`src/rtl/buf_audio_pkg.sv`:
```
// Shared types and constants for the audio buffer read controller.
// Holds the FSM state encoding, default frame geometry and the channel-index width helper.
package buf_audio_pkg;

  localparam int DEF_AUDIO_WIDTH        = 24;
  localparam int DEF_NUM_AUDIO_CHANNELS = 8;

  typedef enum logic [2:0] {
    ST_IDLE    = 3'd0,
    ST_POP     = 3'd1,
    ST_WAIT    = 3'd2,
    ST_CAPTURE = 3'd3,
    ST_STREAM  = 3'd4
  } rd_state_e;

  function automatic int chan_idx_w(input int n);
    return (n > 1) ? $clog2(n) : 1;
  endfunction

endpackage

```
`src/rtl/audio_rd_watchdog.sv`:
```
// Stall counter: counts consecutive stalled beats, flags expiry on the TIMEOUT_CYCLES-th one.
// Zero-latency expiry flag; clear_i has priority over counting.
module audio_rd_watchdog #(
  parameter int TIMEOUT_CYCLES = 1024
) (
  input  logic clk_i,
  input  logic rst_i,
  input  logic stall_i,
  input  logic clear_i,
  output logic expired_o
);

  localparam int CNT_W = $clog2(TIMEOUT_CYCLES + 1);

  logic [CNT_W-1:0] cnt_q, cnt_d;

  assign expired_o = stall_i && (cnt_q == CNT_W'(TIMEOUT_CYCLES - 1));

  always_comb begin
    cnt_d = cnt_q;
    if (clear_i || expired_o) begin
      cnt_d = '0;
    end else if (stall_i) begin
      cnt_d = cnt_q + CNT_W'(1);
    end
  end

  always_ff @(posedge clk_i) begin
    if (rst_i) begin
      cnt_q <= '0;
    end else begin
      cnt_q <= cnt_d;
    end
  end

endmodule

```
`src/rtl/buf_audio_rd_ctrl.sv`:
```
// Pops one frame from the audio buffer and streams its channel words over a valid/ready port.
// Optional STREAM stall watchdog enabled by macro BUF_AUDIO_RD_TIMEOUT_EN.
module buf_audio_rd_ctrl
  import buf_audio_pkg::*;
#(
  parameter int NUM_AUDIO_CHANNELS = DEF_NUM_AUDIO_CHANNELS,
  parameter int AUDIO_WIDTH        = DEF_AUDIO_WIDTH,
  parameter int READ_LATENCY       = 1,
  parameter int TIMEOUT_CYCLES     = 1024
) (
  input  logic                                      sys_clk,
  input  logic                                      sys_rst,
  input  logic                                      enable,
  input  logic                                      buffer_ready,
  input  logic                                      buffer_full,
  input  logic [NUM_AUDIO_CHANNELS*AUDIO_WIDTH-1:0] audio_channel_in,
  output logic                                      adv_read_enable,
  output logic                                      m_valid,
  input  logic                                      m_ready,
  output logic [AUDIO_WIDTH-1:0]                    m_data,
  output logic [chan_idx_w(NUM_AUDIO_CHANNELS)-1:0] m_chan,
  output logic                                      m_last,
  output logic                                      overrun,
  output logic [15:0]                               frame_count,
  output logic                                      timeout_err
);

  localparam int               CW        = chan_idx_w(NUM_AUDIO_CHANNELS);
  localparam logic [CW-1:0]    LAST_CH   = CW'(NUM_AUDIO_CHANNELS - 1);
  localparam logic [1:0]       WAIT_LAST = 2'((READ_LATENCY >= 2) ? (READ_LATENCY - 2) : 0);

  if (NUM_AUDIO_CHANNELS < 2) begin : g_bad_nch
    $error("NUM_AUDIO_CHANNELS must be >= 2");
  end
  if (READ_LATENCY < 1 || READ_LATENCY > 4) begin : g_bad_lat
    $error("READ_LATENCY must be 1..4");
  end
  if (TIMEOUT_CYCLES < 1) begin : g_bad_to
    $error("TIMEOUT_CYCLES must be >= 1");
  end

  rd_state_e              state_q, state_d;
  logic [1:0]             wait_q, wait_d;
  logic [CW-1:0]          chan_q, chan_d;
  logic [AUDIO_WIDTH-1:0] frame_q [NUM_AUDIO_CHANNELS];
  logic                   overrun_q;
  logic [15:0]            frame_cnt_q;
  logic                   beat_hs, last_hs, expired;

  assign m_valid         = (state_q == ST_STREAM);
  assign beat_hs         = m_valid && m_ready;
  assign last_hs         = beat_hs && (chan_q == LAST_CH);
  assign adv_read_enable = (state_q == ST_POP);
  assign m_data          = m_valid ? frame_q[chan_q] : '0;
  assign m_chan          = chan_q;
  assign m_last          = m_valid && (chan_q == LAST_CH);
  assign overrun         = overrun_q;
  assign frame_count     = frame_cnt_q;

`ifdef BUF_AUDIO_RD_TIMEOUT_EN
  logic timeout_q;

  audio_rd_watchdog #(
    .TIMEOUT_CYCLES (TIMEOUT_CYCLES)
  ) u_watchdog (
    .clk_i     (sys_clk),
    .rst_i     (sys_rst),
    .stall_i   (m_valid && !m_ready),
    .clear_i   (beat_hs || (state_q != ST_STREAM)),
    .expired_o (expired)
  );

  always_ff @(posedge sys_clk) begin
    if (sys_rst) begin
      timeout_q <= 1'b0;
    end else if (expired) begin
      timeout_q <= 1'b1;
    end
  end

  assign timeout_err = timeout_q;
`else
  assign expired     = 1'b0;
  assign timeout_err = 1'b0;
`endif

  always_comb begin
    state_d = state_q;
    wait_d  = wait_q;
    chan_d  = chan_q;
    case (state_q)
      ST_IDLE: begin
        if (enable && buffer_ready) state_d = ST_POP;
      end
      ST_POP: begin
        wait_d  = '0;
        state_d = (READ_LATENCY == 1) ? ST_CAPTURE : ST_WAIT;
      end
      ST_WAIT: begin
        if (wait_q == WAIT_LAST) state_d = ST_CAPTURE;
        else                     wait_d  = wait_q + 2'd1;
      end
      ST_CAPTURE: begin
        chan_d  = '0;
        state_d = ST_STREAM;
      end
      ST_STREAM: begin
        // A stalled beat cannot also be a handshake, so expiry needs no priority over it.
        if (expired) begin
          chan_d  = '0;
          state_d = ST_IDLE;
        end else if (beat_hs) begin
          if (chan_q == LAST_CH) begin
            chan_d  = '0;
            state_d = (enable && buffer_ready) ? ST_POP : ST_IDLE;
          end else begin
            chan_d = chan_q + CW'(1);
          end
        end
      end
      default: begin
        chan_d  = '0;
        state_d = ST_IDLE;
      end
    endcase
  end

  always_ff @(posedge sys_clk) begin
    if (sys_rst) begin
      state_q     <= ST_IDLE;
      wait_q      <= '0;
      chan_q      <= '0;
      overrun_q   <= 1'b0;
      frame_cnt_q <= '0;
      for (int i = 0; i < NUM_AUDIO_CHANNELS; i++) frame_q[i] <= '0;
    end else begin
      state_q <= state_d;
      wait_q  <= wait_d;
      chan_q  <= chan_d;
      if (buffer_full && (state_q == ST_IDLE || state_q == ST_STREAM)) overrun_q <= 1'b1;
      if (last_hs) frame_cnt_q <= frame_cnt_q + 16'd1;
      if (state_q == ST_CAPTURE) begin
        for (int i = 0; i < NUM_AUDIO_CHANNELS; i++) begin
          frame_q[i] <= audio_channel_in[i*AUDIO_WIDTH +: AUDIO_WIDTH];
        end
      end
    end
  end

endmodule

```
`config.mk`:
```
export PLATFORM = sky130hd
export DESIGN_NAME = buf_audio_rd_ctrl
export DESIGN_NICKNAME = d
export VERILOG_FILES = /design/src/rtl/buf_audio_pkg.sv /design/src/rtl/audio_rd_watchdog.sv /design/src/rtl/buf_audio_rd_ctrl.sv
export SDC_FILE = /design/constraint.sdc
export NUM_CORES = 1
export LEC_CHECK = 0
export CORE_ASPECT_RATIO = 0.7
export CORE_MARGIN = 5
export CORE_UTILIZATION = 53
export DETAILED_ROUTE_END_ITERATION = 8
export GPL_TIMING_DRIVEN = 0
export HOLD_SLACK_MARGIN = 0.08
export PLACE_DENSITY = 0.85
export SYNTH_ARGS = -nofsm -noshare
export SYNTH_HDL_FRONTEND = slang
export SYNTH_HIERARCHICAL = 1
export SYNTH_SLANG_ARGS = --single-unit
```
`constraint.sdc`:
```
create_clock -name sys_clk -period 17.2 [get_ports sys_clk]
set_clock_uncertainty 0.05 [all_clocks]
set_input_delay 4.3 -clock sys_clk [delete_from_list [all_inputs] [get_ports sys_clk]]
set_output_delay 4.3 -clock sys_clk [all_outputs]
set_load 0.01 [all_outputs]
```
# After elaboration in Yosys (flattened, before gate mapping)
# Memory sizes are Yosys's and may differ from the RTL's. A register that Yosys moved wholly into a read port is not among the register bits.
# Index checks and enable logic that the tools add are counted.
[totals]
mem_count = 1
out_inout_bits = 48
reg_bits = 25
mem_bits_rw = 192
word_cells = 68
[mem_list]
columns = ["name", "depth", "word_bits", "read_ports", "rd_ports_with_merged_regs", "wr", "line_no", "source"]
rows = [
  ["frame_q", 8, 24, 1, 1, 8, "buf_audio_rd_ctrl.sv:45", "logic [AUDIO_WIDTH-1:0] frame_q [NUM_AUDIO_CHANNELS];"],
]
[classes]
n_eq_ne = 10
reduce_logical = 13
n_mux = 27
addsub = 3
n_bitwise = 9
[ops]
columns = ["operator", "n"]
rows = [
  ["two-way mux 24 bit", 9],
  ["two-way mux 3 bit", 8],
  ["adder 16 x 1 -> 16 bit (second input constant)", 1],
  ["one-hot mux 3 bit (5 select lines)", 1],
  ["bitwise OR 1 bit", 8],
  ["== test 3 x 2 -> 1 bit (second input constant)", 2],
  ["== test 3 bit (second input constant)", 2],
  ["two-way mux 1 bit", 6],
  ["inequality test 2 bit (second input constant)", 3],
  ["one-hot mux 3 bit (2 select lines)", 1],
  ["logical AND 1 bit", 5],
  ["inequality test 2 x 1 -> 1 bit (second input constant)", 2],
  ["one-hot mux 2 bit (2 select lines)", 1],
  ["AND reduction 2 bit", 2],
  ["AND reduction 4 bit", 1],
  ["adder 3 x 1 -> 3 bit (second input constant)", 1],
  ["== test 3 x 1 -> 1 bit (second input constant)", 1],
  ["logical NOT 3 bit", 1],
  ["OR reduction 3 bit", 1],
  ["adder 2 x 1 -> 2 bit (second input constant)", 1],
  ["logical NOT 2 bit", 1],
  ["two-way mux 2 bit", 1],
  ["nonzero test 2 bit", 1],
  ["logical OR 1 bit", 1],
  ["inverter 1 bit", 1],
]

# Logic depth before layout (Yosys ltp)
[depth]
word_depth = 6
mapped_depth = 7
depth_no_buf = 6

# Least setup slack after synthesis
# No wires, ideal clock.
[synth_path]
path_kind = "input to register"
start = "input sys_rst"
end = "memory frame_q[0][0] (netlist name), enable pin"
n_path_buf = 2
stages = 3
required_ns = 16.564
setup_time_ns = 0.586
arrival_ns = 9.209
path_slack_ns = 7.355
path_cell_list = "buf_4 buf_4 nand2b_1"
[synth_lines]
columns = ["item", "line_no", "source"]
rows = [
  ["start, declared", "buf_audio_rd_ctrl.sv:12", "input logic sys_rst,"],
  ["end, declared", "buf_audio_rd_ctrl.sv:45", ""],
]

==> flow_summary.json <==
{
  "status": "complete, no violations",
  "path_class": "reg -> out",
  "p_per_area_nw_per_um2": 91.8,
  "slew_headroom": 0.429,
  "routed_wl_mm": 26.2,
  "fill_cells": 1206,
  "mappedNetlistArea_um2": 9860,
  "start_util": 0.543,
  "core_area_um2": 18200,
  "r2r_cells": 6,
  "min_path_cells": 2,
  "place_congestion": 0.842,
  "cap_violations": 0,
  "clk_pin_slew_worst_paths_ns": 0.06,
  "htreeDepth": 1,
  "cts_made_buffers": 21,
  "r2r_setup_slack_ns": 14.64,
  "syn-num-nets": 877,
  "track_usage": 0.244,
  "cp.required_ns": 12.85,
  "hold_viol": 0,
  "grt_setup_unrepaired": "false",
  "mostFrequentLayoutCells": "clkdlybuf4s50_1 (244), edfxtp_1 (192), and2_1 (146), nor2b_1 (49), mux4_2 (48)",
  "boundaryPins": 246,
  "antenna_found_initial": 3,
  "r2r-start": "state_q[2]",
  "synth_seq_cells": 220,
  "core.rowCount": 41,
  "grt_max_degree": 70,
  "slew_viol_final": 0,
  "fin_crit_sh": 0.419,
  "first_pass_iters": 5,
  "holdPathEnd": "frame_count[15]",
  "clk_path_buf_depth": 3,
  "detail_route.wl_per_cell_um": 21.9,
  "max_freq_ghz": 0.139,
  "crit_buf_inv": 3,
  "clock_sinks": 220,
  "final_common_cell": "clkdlybuf4s50_1",
  "synth_top_area_cell": "edfxtp_1",
  "drive_gt1_frac": 0.104,
  "synth_top_area_share": 0.584,
  "cts_tree": "done",
  "synthArstFlopShare": 0,
  "clk_latency_ns": 0.49,
  "viasPerCell": 5.45,
  "tightest_slew_ns": 0.856,
  "worstHoldStart": "frame_count[15]",
  "top_usage_layer": "met2",
  "worstPathCellList": "buf_2 > clkbuf_1 > mux4_2 > mux2i_1 > nor2_1 > clkdlybuf4s50_1",
  "cts_root_buf": "clkbuf_16",
  "hp-class": "reg -> reg",
  "cp_data_arrival_time_ns": 2.86,
  "cp_max_fo": 10,
  "ys.flop_type": "edfxtp_1",
  "post_cts_buffers": 0,
  "portBuffers": 244,
  "fin_area_um2": 13300,
  "final_net_count": 1146,
  "fin_ws_ns": 9.99,
  "grt_util_met1": 0.336,
  "ctsResizeCount": 0,
  "drtIter0Drc": 570,
  "critPathTopFamily": "buffers and inverters",
  "reg2reg_to": "frame_q[1][21]",
  "synth_cells": 675,
  "yosys-top-cells-area": "edfxtp_1 (58%), mux4_2 (11%), and2_1 (9.3%)",
  "vias": 6517,
  "yosysSeqAreaShare": 0.641,
  "cts_hold_buf": 0,
  "power_mw": 1.22,
  "grt_pass1_vias": 6703,
  "place_ws_ns": 10.37,
  "setup-tns-final_ns": 0,
  "die_h_um": 124,
  "grt_overflow": 0,
  "hold_ws_ns": 0.434,
  "yosys_warnings": 6,
  "grtUsageMet2": 0.397,
  "setup_viol": 0,
  "placed_area_um2": 12700,
  "peakVddDrop_uv": 61.4,
  "critPathMaxStageDelay_ns": 0.54,
  "start_kind": "flop",
  "fin_crit_ns": 7.21,
  "grt_pass1_wl_mm": 39.5,
  "p_leak_nw": 4.64,
  "cp_slowest_cell": "clkbuf_1",
  "critPathCaptureType": "output pin",
  "syn_area_per_cell_um2": 14.6,
  "ant_nets": 0,
  "synth_edf_count": 192,
  "die_w_um": 173,
  "use_met3": 0.0661,
  "die_area_um2": 21500,
  "drc_errors": 0,
  "ys_types": 40,
  "dp_hpwl_mm": 19.1,
  "syn_to_final_growth_pct": 34.6
}
[how the worst max path moves through the flow]
stage / to / slack [ns] / depth (start not counted)
CTS: m_data[7] / 9.96 / 6
detailed placement: frame_q[0][18] / 10.37 / 5
floorplan: frame_q[0][0] / 7.35 / 3
global route: m_data[11] / 9.85 / 6
finish: m_data[8] / 9.99 / 6
global placement: frame_q[2][10] / 4.77 / 4
[worst register-to-register path, cell delays in order, from the launching register on]
cell and delay (ns):
dfxtp_1 0.32, buf_2 0.19, nand3b_1 0.27, nor2_1 0.57, buf_4 0.30, clkbuf_1 0.50
and2_1 0.23
[cell usage after synthesis, types with 2 or more instances]
cell type,n
or3_1,2
o21ai_0,7
mux2i_1,25
nand2b_1,2
dfxtp_1,28
or4_1,5
and2_1,146
buf_2,8
ha_1,4
nand3_1,4
clkbuf_1,29
or2_2,2
inv_1,5
o31ai_1,5
nor2b_1,49
edfxtp_1,192
a21oi_1,19
xor2_1,4
mux4_2,48
nor4_1,2
nand2_1,10
nor2_1,43
nor3_1,6
xnor2_1,5
buf_4,5
buf_1,2
nand4_1,5
[flip-flops by register name (all words and copies together) (netlist names), named ones only]
signal / flops
frame_count: 16
frame_q: 192
state_q: 3
overrun: 1
m_chan: 3
wait_q: 2
[cells by family (layout without fill, tap and decap cells)]
family | count (synthesis) | count (layout) | share of synthesized area
compound gates | 31 | 31 | 0.0170
xor+xnor | 9 | 9 | 0.00799
fa+ha+maj | 4 | 4 | 0.00507
buf+inv | 51 | 334 | 0.0231
flops | 220 | 220 | 0.641
mux | 73 | 73 | 0.135
other cells | 1 | 3 | 0.000380
simple gates | 286 | 286 | 0.170
[routing by layer]
layer	wire, um	share of wire
met3	2080	0.079
met4	579	0.022
met2	12500	0.48
met5	25	0.00095
met1	11100	0.42
[where the power goes]
part,internal [mW],switching (mW),leakage [nW]
clock,0.235,0.188,0.303
sequential,0.636,0.0133,2.21
combinational,0.0806,0.0666,2.13
[stage by stage]
stage,std cells,utilization
final,1196,0.731
after global routing,1194,0.731
after CTS,1194,0.731
after detailed placement,1157,0.697
after global placement,1155,0.694
after floorplan,675,-
[final cells by class]
type	instances	area (um^2)	area share
Antenna cell	2	5.00	0.000377
Buffer	45	205	0.0154
Clock buffer	32	587	0.0442
Clock inverter	5	25.0	0.00188
Inverter	6	22.5	0.00170
Multi-Input combinational cell	404	3320	0.250
Sequential cell	220	6330	0.476
Tap cell	236	295	0.0222
Timing Repair Buffer	246	2500	0.188
Note: power is estimated with default switching activity, not from simulation.
